`src/rtl/sad_best_match_pkg.sv`:
```
// rtl/sad_best_match_pkg.sv - shared types, constants and width helpers for the SAD best-match search
package sad_best_match_pkg;

  // Search controller states
  typedef enum logic [1:0] {
    IDLE  = 2'd0,
    RUN   = 2'd1,
    DRAIN = 2'd2,
    DONE  = 2'd3
  } state_e;

  // Default accumulator latency: en sampled -> output reflects that issue
  localparam int LAT_DEF = 2;

  // Accumulator output width for a given pixel width
  function automatic int sad_w(input int width);
    return width + 8;
  endfunction

  // Index width for a count of n items, never narrower than one bit
  function automatic int idx_w(input int n);
    return (n < 2) ? 1 : $clog2(n);
  endfunction

endpackage

```
`src/rtl/sad_best_match_if.sv`:
```
// rtl/sad_best_match_if.sv - search control, fetcher/accumulator and result signals of sad_best_match
//   master: environment side (drives start, pix_valid, sad_in)
//   slave : search block side (drives afd_*, cand_idx, pair_idx, busy, done, best_*)
interface sad_best_match_if
  import sad_best_match_pkg::*;
#(
  parameter int SAD_W  = 16,
  parameter int N_CAND = 16,
  parameter int PAIRS  = 32
);
  localparam int CW = idx_w(N_CAND);
  localparam int PW = idx_w(PAIRS);

  logic             start;
  logic             pix_valid;
  logic [SAD_W-1:0] sad_in;
  logic             afd_en;
  logic             afd_acum;
  logic [CW-1:0]    cand_idx;
  logic [PW-1:0]    pair_idx;
  logic             busy;
  logic             done;
  logic [CW-1:0]    best_idx;
  logic [SAD_W-1:0] best_sad;

  modport master (
    output start, pix_valid, sad_in,
    input  afd_en, afd_acum, cand_idx, pair_idx, busy, done, best_idx, best_sad
  );

  modport slave (
    input  start, pix_valid, sad_in,
    output afd_en, afd_acum, cand_idx, pair_idx, busy, done, best_idx, best_sad
  );
endinterface

```
`src/rtl/sad_cmp_pipe.sv`:
```
// rtl/sad_cmp_pipe.sv - LAT-deep candidate tag delay line, strict-less compare and best_* registers
//   clk, rst      clock, synchronous active-low reset
//   push          last pair of a candidate issued this cycle
//   push_cand     candidate index of that issue
//   sad_in        accumulator output
//   init          search start: best_sad<=all-ones, best_idx<=0
//   empty         no tagged entry will remain after this edge
//   best_idx/sad  running winner
module sad_cmp_pipe #(
  parameter int SAD_W = 16,
  parameter int CW    = 4,
  parameter int LAT   = 2
) (
  input  logic             clk,
  input  logic             rst,
  input  logic             push,
  input  logic [CW-1:0]    push_cand,
  input  logic [SAD_W-1:0] sad_in,
  input  logic             init,
  output logic             empty,
  output logic [CW-1:0]    best_idx,
  output logic [SAD_W-1:0] best_sad
);

  logic [LAT-1:0] vld;
  logic [CW-1:0]  tag [LAT];

  always_ff @(posedge clk) begin
    if (!rst) begin
      vld      <= '0;
      for (int i = 0; i < LAT; i++) tag[i] <= '0;
      best_idx <= '0;
      best_sad <= '0;
    end else begin
      // Shifts every cycle; the accumulator latency is counted in clocks, not issues
      vld[0] <= push;
      tag[0] <= push_cand;
      for (int i = 1; i < LAT; i++) begin
        vld[i] <= vld[i-1];
        tag[i] <= tag[i-1];
      end
      if (init) begin
        best_sad <= '1;
        best_idx <= '0;
      end else if (vld[LAT-1] && (sad_in < best_sad)) begin
        // Strict compare: a tie never displaces the earlier (lower) index
        best_sad <= sad_in;
        best_idx <= tag[LAT-1];
      end
    end
  end

  // The last stage is consumed at this edge, so only earlier stages keep the line busy
  always_comb begin
    empty = 1'b1;
    for (int i = 0; i < LAT - 1; i++) begin
      if (vld[i]) empty = 1'b0;
    end
  end

endmodule

```
`src/rtl/sad_best_match.sv`:
```
// rtl/sad_best_match.sv - sequences candidates through the SAD accumulator and reports the lowest SAD
//   clk, rst  clock, synchronous active-low reset
//   bus       sad_best_match_if.slave: start/pix_valid/sad_in in; afd_en, afd_acum,
//             cand_idx, pair_idx, busy, done, best_idx, best_sad out
module sad_best_match
  import sad_best_match_pkg::*;
#(
  parameter int WIDTH  = 8,
  parameter int SAD_W  = sad_w(WIDTH),
  parameter int N_CAND = 16,
  parameter int PAIRS  = 32,
  parameter int LAT    = LAT_DEF
) (
  input logic              clk,
  input logic              rst,
  sad_best_match_if.slave  bus
);

  localparam int CW = idx_w(N_CAND);
  localparam int PW = idx_w(PAIRS);

  localparam logic [1:0] ST_IDLE  = 2'(IDLE);
  localparam logic [1:0] ST_RUN   = 2'(RUN);
  localparam logic [1:0] ST_DRAIN = 2'(DRAIN);
  localparam logic [1:0] ST_DONE  = 2'(DONE);

  localparam logic [CW-1:0] CAND_LAST = CW'(N_CAND - 1);
  localparam logic [PW-1:0] PAIR_LAST = PW'(PAIRS - 1);

  logic [1:0]       state;
  logic [CW-1:0]    cand;
  logic [PW-1:0]    pair;
  logic             issue;
  logic             last_issue;
  logic             init;
  logic             pipe_empty;
  logic [CW-1:0]    best_idx;
  logic [SAD_W-1:0] best_sad;

  assign issue      = (state == ST_RUN) && bus.pix_valid;
  assign last_issue = issue && (pair == PAIR_LAST);
  assign init       = (state == ST_IDLE) && bus.start;

  always_ff @(posedge clk) begin
    if (!rst) begin
      state <= ST_IDLE;
      cand  <= '0;
      pair  <= '0;
    end else begin
      case (state)
        ST_IDLE: begin
          if (bus.start) begin
            state <= ST_RUN;
            cand  <= '0;
            pair  <= '0;
          end
        end
        ST_RUN: begin
          if (issue) begin
            if (pair == PAIR_LAST) begin
              pair <= '0;
              if (cand == CAND_LAST) begin
                cand  <= '0;
                state <= ST_DRAIN;
              end else begin
                cand <= cand + CW'(1);
              end
            end else begin
              pair <= pair + PW'(1);
            end
          end
        end
        ST_DRAIN: begin
          if (pipe_empty) state <= ST_DONE;
        end
        default: state <= ST_IDLE;
      endcase
    end
  end

  sad_cmp_pipe #(
    .SAD_W (SAD_W),
    .CW    (CW),
    .LAT   (LAT)
  ) u_cmp (
    .clk       (clk),
    .rst       (rst),
    .push      (last_issue),
    .push_cand (cand),
    .sad_in    (bus.sad_in),
    .init      (init),
    .empty     (pipe_empty),
    .best_idx  (best_idx),
    .best_sad  (best_sad)
  );

  assign bus.afd_en   = issue;
  // Pair 0 restarts the sum; the accumulator holds it across pix_valid gaps
  assign bus.afd_acum = (state == ST_RUN) && (pair != '0);
  assign bus.cand_idx = cand;
  assign bus.pair_idx = pair;
  assign bus.busy     = (state == ST_RUN) || (state == ST_DRAIN);
  assign bus.done     = (state == ST_DONE);
  assign bus.best_idx = best_idx;
  assign bus.best_sad = best_sad;

endmodule

```
`src/flat_wrapper.sv`:
```
// flat-port wrapper written by rule: the top's interface ports become plain ports
module sad_best_match_flat import sad_best_match_pkg::*;
#(
  parameter int WIDTH  = 8,
  parameter int SAD_W  = sad_w(WIDTH),
  parameter int N_CAND = 16,
  parameter int PAIRS  = 32,
  parameter int LAT    = LAT_DEF
)
  (clk, rst, bus_start, bus_pix_valid, bus_sad_in, bus_afd_en, bus_afd_acum, bus_cand_idx, bus_pair_idx, bus_busy, bus_done, bus_best_idx, bus_best_sad);
  sad_best_match_if #(.SAD_W(SAD_W), .N_CAND(N_CAND), .PAIRS(PAIRS)) bus_i ();
  input logic clk;
  input logic rst;
  input wire logic [$bits(bus_i.start)-1:0] bus_start;
  input wire logic [$bits(bus_i.pix_valid)-1:0] bus_pix_valid;
  input wire logic [$bits(bus_i.sad_in)-1:0] bus_sad_in;
  output wire logic [$bits(bus_i.afd_en)-1:0] bus_afd_en;
  output wire logic [$bits(bus_i.afd_acum)-1:0] bus_afd_acum;
  output wire logic [$bits(bus_i.cand_idx)-1:0] bus_cand_idx;
  output wire logic [$bits(bus_i.pair_idx)-1:0] bus_pair_idx;
  output wire logic [$bits(bus_i.busy)-1:0] bus_busy;
  output wire logic [$bits(bus_i.done)-1:0] bus_done;
  output wire logic [$bits(bus_i.best_idx)-1:0] bus_best_idx;
  output wire logic [$bits(bus_i.best_sad)-1:0] bus_best_sad;
  assign bus_i.start = bus_start;
  assign bus_i.pix_valid = bus_pix_valid;
  assign bus_i.sad_in = bus_sad_in;
  assign bus_afd_en = bus_i.afd_en;
  assign bus_afd_acum = bus_i.afd_acum;
  assign bus_cand_idx = bus_i.cand_idx;
  assign bus_pair_idx = bus_i.pair_idx;
  assign bus_busy = bus_i.busy;
  assign bus_done = bus_i.done;
  assign bus_best_idx = bus_i.best_idx;
  assign bus_best_sad = bus_i.best_sad;
  sad_best_match #(.WIDTH(WIDTH), .SAD_W(SAD_W), .N_CAND(N_CAND), .PAIRS(PAIRS), .LAT(LAT)) u_core (.clk(clk), .rst(rst), .bus(bus_i));
endmodule
```
`config.mk`:
```
export PLATFORM = sky130hd
export DESIGN_NAME = sad_best_match_flat
export DESIGN_NICKNAME = d
export VERILOG_FILES = /design/src/rtl/sad_best_match_pkg.sv /design/src/rtl/sad_best_match_if.sv /design/src/rtl/sad_cmp_pipe.sv /design/src/rtl/sad_best_match.sv /design/src/flat_wrapper.sv
export SDC_FILE = /design/constraint.sdc
export NUM_CORES = 1
export LEC_CHECK = 0
export ABC_AREA = 1
export CORE_MARGIN = 2
export CORE_UTILIZATION = 35
export DETAILED_ROUTE_END_ITERATION = 16
export PLACE_DENSITY = 0.64
export SETUP_SLACK_MARGIN = 0.4
export SYNTH_ARGS = -nofsm -noshare
export SYNTH_HDL_FRONTEND = slang
export SYNTH_SLANG_ARGS = --single-unit
```
`constraint.sdc`:
```
create_clock -name clk -period 1.75 [get_ports clk]
set_clock_uncertainty 0.1 [all_clocks]
set_input_delay 0.35 -clock clk [delete_from_list [all_inputs] [get_ports clk]]
set_output_delay 0.35 -clock clk [all_outputs]
set_load 0.005 [all_outputs]
```
==> out/metrics.cfg, run 1 <==
[floorplan]
fp.dieW_um=86.46
io_pins=53
die-area_sq_um=7475
core_sq_um=6681
start_util=0.3562
die_h_um=86.46
placement_rows=30

[logic_synthesis]
yosys_warnings=0
yosys.area_share.simple=0.2886
ys_ff_latch=41
avgSynthCellArea_sq_um=7.828
synth_cells=304
synth_top_area_cell=dfxtp_1
ys_types=34
synth_top_family_by_area=simple AND/OR/NAND/NOR gates
synth_compound_area_frac=0.1193
yosys.area_share.adder=0.1209
synth.area.mux_share=0
syn_area_sq_um=2380
synth_top_area_frac=0.3449
synth_xor_area_frac=0.007361
synth.area.top_cells=dfxtp_1 34%, ha_1 12%, nand2_1 9.8%, inv_1 7.9%, nor2_1 4.9%
syn_nets=347
yosysSeqAreaShare=0.3449

[sta]
min_period_ns=1.873
worstMarginPinSlew_ns=0.3332
finalHoldViolCount=0
maxSlewViolCount=0
slew_headroom=0.7770
worst_hold_slack_ns=0.3286
min_period_over_period=1.070
setup_slack_ns=-0.1225
final-setup-viol-count=20
grt_setup_unrepaired=yes
finalSetupTns_ns=-1.166
clock.fmax_ghz=0.5340

[run_status]
violations=negative setup slack
status=finished with violations

[place]
numPortBuffers=52
dp_hpwl_mm=4.158
placed_cells=479
preCtsSetupSlack_ns=-0.5551
place_congestion=0.8042

[drt]
num_vias=2371
vias_per_cell=4.577
post_drt_wl_per_cell_um=12.41
first_pass_iters=5
drc=0
route.antenna.remaining_nets=0
finalWirelength_mm=6.428
drt_iter0_markers=47

[cells_and_area]
drive_gt1_frac=0.5936
area_growth_pct=73.97
final_util=0.6197
antennaDiodeCount=0
layout.nets=480
multiInputGateArea_sq_um=1688
regArea_sq_um=870.8
n_fill_cell=575
fin_cells=518

[power]
p_per_area_nw_per_um2=1226
ir_drop_v=0.0008692
leakage_nw=1.923

[global_route]
grt_pass1_wl_mm=10.40
grt_pass1_vias=2316
globalRouteOverflowTotal=0
antenna_found_initial=0
grt_use_total=0.1749
grt_max_degree=16

[worst_setup_path]
timing.rr.end=u_core.u_cmp.best_sad[1]$_SDFFE_PN0P_
end_kind=register
critPathMaxStageDelay_ns=0.34
r2r_slack_ns=-0.12
crit_path_end=u_core.u_cmp.best_sad[1]$_SDFFE_PN0P_
arrival_ns=2.00
cp-startpoint=u_core.u_cmp.best_sad[15]$_SDFFE_PN0P_
cp_max_fo=5
critPathRequiredTime_ns=1.88
path_class=register to register
worst_path_max_delay_cell=dfxtp_2
path_cells=inv_2, ha_4, nand2_4, nor4_4, nand2_4, buf_4, buf_4, a21oi_2, nor2_1, nor2_1
cp-start-kind=register
rr_worst_depth=10
reg2reg_from=u_core.u_cmp.best_sad[15]$_SDFFE_PN0P_

[clock_tree]
cts_buffers=5
cts-root-buf=clkbuf_8
htreeDepth=2
cts.clk_slew.worst_paths_ns=0.08
clk_latency_ns=0.30
clkSinkCount=41
cts_tree=done
cts_buffer_depth=2

[run]
drv_cap=0

[min_path]
hold_class=register to register

-- flip-flops by register name, summed over array words and instances, names as in the netlist --
name and cells:
u_core.u_cmp.best_idx 4, u_core.bus.pair_idx 5, u_core.u_cmp.tag 8, u_core.u_cmp.best_sad 16, u_core.state 2, u_core.bus.cand_idx 4
u_core.u_cmp.vld 2
-- power by group --
| part | total [mW] | internal (mW) | switching (mW) |
|---|---|---|---|
| Clock | 0.757 | 0.424 | 0.333 |
| Sequential | 1.24 | 1.12 | 0.116 |
| Combinational | 3.08 | 1.59 | 1.49 |
| Total | 5.07 | 3.14 | 1.94 |
-- metal layers --
metal  up-vias  GRT usage  share of wire
met1      1090     0.1959           0.42
li1       1226          -              -
met5         -          0              0
met3         4    0.04476          0.042
met2        51     0.3238           0.53
met4         0    0.05114         0.0068
-- synthesized netlist by cell type --
| cell type | number |
|---|---|
| nor2_1 | 31 |
| clkbuf_4 | 1 |
| buf_4 | 1 |
| nand2_1 | 62 |
| buf_12 | 2 |
| nand2_4 | 3 |
| nand2_8 | 1 |
| nor2_4 | 1 |
| nor3_1 | 2 |
| nand3_1 | 11 |
| inv_1 | 50 |
| o21ai_2 | 1 |
| o21ai_1 | 10 |
| ha_1 | 23 |
| a221oi_1 | 1 |
| clkbuf_1 | 1 |
| nand4_1 | 2 |
| o21ai_0 | 2 |
| inv_2 | 4 |
| nor3_4 | 1 |
| xor2_1 | 2 |
| or2_0 | 1 |
| buf_2 | 2 |
| nand3_2 | 8 |
| nor4_4 | 1 |
| dfxtp_1 | 41 |
| a21oi_2 | 12 |
| or2_1 | 1 |
| buf_6 | 1 |
| nor2_8 | 2 |
| nand2_2 | 4 |
| a31oi_1 | 1 |
| a21oi_1 | 16 |
| a211oi_1 | 2 |
-- layout make-up --
class                           instances  share of cell area
Multi-Input combinational cell        202              0.4077
Timing Repair Buffer                  133              0.2804
Sequential cell                        41              0.2103
Inverter                               54             0.05138
Tap cell                               80             0.02418
Clock buffer                            6             0.01753
Clock inverter                          2            0.008462
-- placed cells by master (no fill, tap or decap), types with 3 or more instances in the layout --
cell type | synthesis | final
buf_4 | 1 | 53
nand2_1 | 62 | 46
inv_1 | 50 | 36
buf_6 | 1 | 31
nor2_1 | 31 | 27
dfxtp_2 | 0 | 25
dlygate4sd2_1 | 0 | 21
nand2_2 | 4 | 18
a21oi_2 | 12 | 18
nand3_2 | 8 | 15
buf_2 | 2 | 15
inv_2 | 4 | 14
ha_4 | 0 | 13
dfxtp_1 | 41 | 11
a21oi_1 | 16 | 8
o21ai_2 | 1 | 8
ha_1 | 23 | 7
clkbuf_8 | 0 | 5
dfxtp_4 | 0 | 5
inv_4 | 0 | 4
nor2_2 | 0 | 4
nand2_4 | 3 | 4
o21ai_1 | 10 | 4
nand3_1 | 11 | 4
nand2_8 | 1 | 3
ha_2 | 0 | 3
clkdlybuf4s50_1 | 0 | 3
clkdlybuf4s15_1 | 0 | 3
clkbuf_2 | 0 | 3
-- timing repair --
| item | in CTS | in global routing |
|---|---|---|
| buffers inserted | 17 | 12 |
| resized for setup | 196 | 46 |
| pin swaps | 40 | 23 |
| endpoints found under the hold margin | 0 | 0 |
| setup endpoints to repair | 64 | 49 |
| hold buffers | 0 | 0 |
| gates cloned | 2 | 0 |
-- critical path, delay by kind of cell, from the launching register on --
kind / cells / cell delay [ns]
buffers and inverters: 3 / 0.32
adders and majority gates: 1 / 0.28
DFF: 1 / 0.34
AOI/OAI and AO/OA: 1 / 0.13
and+or+nand+nor: 5 / 0.65
-- logic make-up after synthesis --
kind of cell / count (synthesis)
compound gates: 45
xor+xnor: 2
fa+ha+maj: 23
buf+inv: 62
flops: 41
simple gates: 131
-- how the worst min path moves through the flow --
stage / start / end / slack [ns] / cells past startpoint
after floorplan: u_core.u_cmp.tag[0][0]$_SDFF_PN0_ / u_core.u_cmp.tag[1][0]$_SDFF_PN0_ / 0.29 / 2
after global placement: u_core.u_cmp.tag[0][2]$_SDFF_PN0_ / u_core.u_cmp.tag[1][2]$_SDFF_PN0_ / 0.29 / 2
after detailed placement: u_core.u_cmp.tag[0][2]$_SDFF_PN0_ / u_core.u_cmp.tag[1][2]$_SDFF_PN0_ / 0.30 / 2
after CTS: u_core.u_cmp.tag[0][1]$_SDFF_PN0_ / u_core.u_cmp.tag[1][1]$_SDFF_PN0_ / 0.33 / 2
after global routing: u_core.u_cmp.vld[0]$_SDFF_PN0_ / u_core.u_cmp.vld[1]$_SDFF_PN0_ / 0.34 / 2
final: u_core.u_cmp.vld[0]$_SDFF_PN0_ / u_core.u_cmp.vld[1]$_SDFF_PN0_ / 0.33 / 2
-- through the flow --
stage | total power [mW] | cell area [sq um]
2_1_floorplan | 2.550 | 2530
3_3_place_gp | 3.416 | 3462
3_5_place_dp | 3.472 | 3462
4_1_cts | 4.727 | 3906
5_1_grt | 5.421 | 4140
6_report | 5.075 | 4140
Note: power is estimated with default switching activity, not from simulation.
==> run 2: changes to the inputs <==
CORE_UTILIZATION = 46   (was 35)
PLACE_DENSITY = 0.8   (was 0.64)
==> out/metrics.cfg, run 2 (same netlist as run 1, synthesis figures left out) <==
[sta]
maxSlewViolCount=0  ; unchanged
min_period_over_period=1.095  ; +0.02455
clock.fmax_ghz=0.5221  ; -2.2%
slew_headroom=0.8214  ; +0.04436
finalHoldViolCount=0  ; unchanged
grt_setup_unrepaired=yes
final-setup-viol-count=25  ; +25%
min_period_ns=1.915  ; +0.04296 ns
finalSetupTns_ns=-2.486  ; -1.320 ns
worstMarginPinSlew_ns=0.2659  ; -0.06730 ns
setup_slack_ns=-0.1655  ; -0.04296 ns

[cells_and_area]
n_fill_cell=236  ; -59%
layout_common_cells=47 x buf_4, 46 x nand2_1, 38 x buf_6
fin_area_sq_um=4420  ; +6.8%
regMostFlops=u_core.u_cmp.best_sad
multiInputGateArea_sq_um=1891  ; +12%
final_util=0.8767  ; +0.2570
regArea_sq_um=869.6  ; -0.14%
antennaDiodeCount=0  ; unchanged
final_common_cell=buf_4
drive_gt1_frac=0.6401  ; +0.04648
largest_reg_flops=16  ; unchanged
layout.nets=481  ; +0.21%
area_growth_pct=85.75

[floorplan]
start_util=0.4720  ; +0.1158
die-area_sq_um=5765  ; -23%
core_sq_um=5042  ; -25%
die_h_um=75.93  ; -12%
io_pins=53  ; unchanged
fp.dieW_um=75.93  ; -12%
placement_rows=26  ; -13%

[global_route]
grt_pass1_wl_mm=11.60  ; +12%
antenna_found_initial=0  ; unchanged
grt_max_degree=25  ; +9
grt_pass1_vias=2570  ; +11%
globalRouteOverflowTotal=0  ; unchanged
grt_use_total=0.2516  ; +0.07665

[clock_tree]
clk_latency_ns=0.31  ; about the same
hold_buffers=0  ; unchanged
cts_buffers=5  ; unchanged
clkSinkCount=41  ; unchanged
htreeDepth=2  ; unchanged
cts_tree=done
cts_buffer_depth=2  ; unchanged
cts-root-buf=clkbuf_8
cts.clk_slew.worst_paths_ns=0.09  ; about the same

[power]
ir_drop_v=0.001272  ; +46%
totalPowerFinal_mw=5.727  ; +13%
p_per_area_nw_per_um2=1296  ; +5.7%
leakage_nw=1.991  ; +3.5%

[worst_setup_path]
critPathTopFamily=simple AND/OR/NAND/NOR gates
cp_max_fo=6  ; +1
worst_path_max_delay_cell=dfxtp_2
critPathMaxStageDelay_ns=0.37  ; +0.03 ns
reg2reg_from=u_core.u_cmp.best_sad[7]$_SDFFE_PN0P_
cp_num_buf_inv=3  ; unchanged
cp-startpoint=u_core.u_cmp.best_sad[7]$_SDFFE_PN0P_
critPathRequiredTime_ns=1.85  ; -0.03 ns
arrival_ns=2.02  ; +0.02 ns
path_cells=inv_2, ha_4, nand2_1, inv_1, nor3_4, nand2_2, nand2_4, nand2_8, buf_12, o21ai_2, nor2_1
end_kind=register
path_class=register to register
cp-start-kind=register

[place]
preCtsSetupSlack_ns=-0.5856  ; -0.03041 ns
place_congestion=0.8068  ; +0.32%
placed_area_sq_um=3455  ; -0.22%
dp_hpwl_mm=4.083  ; -1.8%
numPortBuffers=52  ; unchanged

[drt]
vias_per_cell=5.151  ; +13%
finalWirelength_mm=8.654  ; +35%
drt_iter0_markers=87  ; +85%
post_drt_wl_per_cell_um=17.00  ; +37%
first_pass_iters=4  ; -1
drc=0  ; unchanged
num_vias=2622  ; +11%
route.antenna.remaining_nets=0  ; unchanged

[run_status]
violations=negative setup slack
status=finished with violations

[min_path]
hp-start=u_core.u_cmp.tag[0][0]$_SDFF_PN0_
hold_class=register to register

[run]
drv_cap=0  ; unchanged

run 2: worst register-to-register path, delay by kind of cell (launching register included):
family / cells / cell delay [ns]
AND/OR/NAND/NOR: 6 / 0.70
adder cells (fa/ha/maj): 1 / 0.23
AO/OA/AOI/OAI: 1 / 0.13
flip-flops: 1 / 0.37
buffers and inverters: 3 / 0.28
run 2: repair_timing:
action / CTS / global route
setup buffers: 22 / 14
resized for setup: 201 / 90
pin swaps: 39 / 38
cloned: 1 / 1
endpoints found under the setup margin: 64 / 60
run 2: worst paths after layout:
kind / end / depth (start not counted) / slack (ns)
worst min-delay path: u_core.u_cmp.tag[1][0]$_SDFF_PN0_ / 2 / 0.32
worst max register to register: u_core.u_cmp.best_idx[2]$_SDFFE_PP0P_ / 11 / -0.17
worst max-delay path: u_core.u_cmp.best_idx[2]$_SDFFE_PP0P_ / 11 / -0.17
worst min register to register: u_core.u_cmp.tag[1][0]$_SDFF_PN0_ / 2 / 0.32
run 2: power breakdown:
part / internal [mW] / total [mW] / switching [mW]
logic: 1.89 / 3.78 / 1.89
registers: 1.12 / 1.25 / 0.130
clock network: 0.321 / 0.701 / 0.380
total: 3.33 / 5.73 / 2.40
run 2: final cells by class:
type                            instances  share of cell area
Multi-Input combinational cell        203              0.4277
Timing Repair Buffer                  133              0.2836
Sequential cell                        41              0.1967
Inverter                               54             0.05038
Tap cell                               70             0.01981
Clock buffer                            6             0.01868
Clock inverter                          2            0.003114
run 2: metal layers:
metal	global-route usage	vias up	share of wire
li1	-	1229	-
met5	0	-	0
met2	0.4902	103	0.53
met4	0.1127	0	0.049
met3	0.04762	40	0.046
met1	0.2577	1250	0.37
run 2: metrics by stage:
stage | cells | hold slack [ns]
finish | 509 | 0.3179
global route | 509 | 0.3505
CTS | 494 | 0.3171
detailed placement | 463 | 0.2979
global placement | 463 | 0.2937
floorplan | 304 | 0.2905
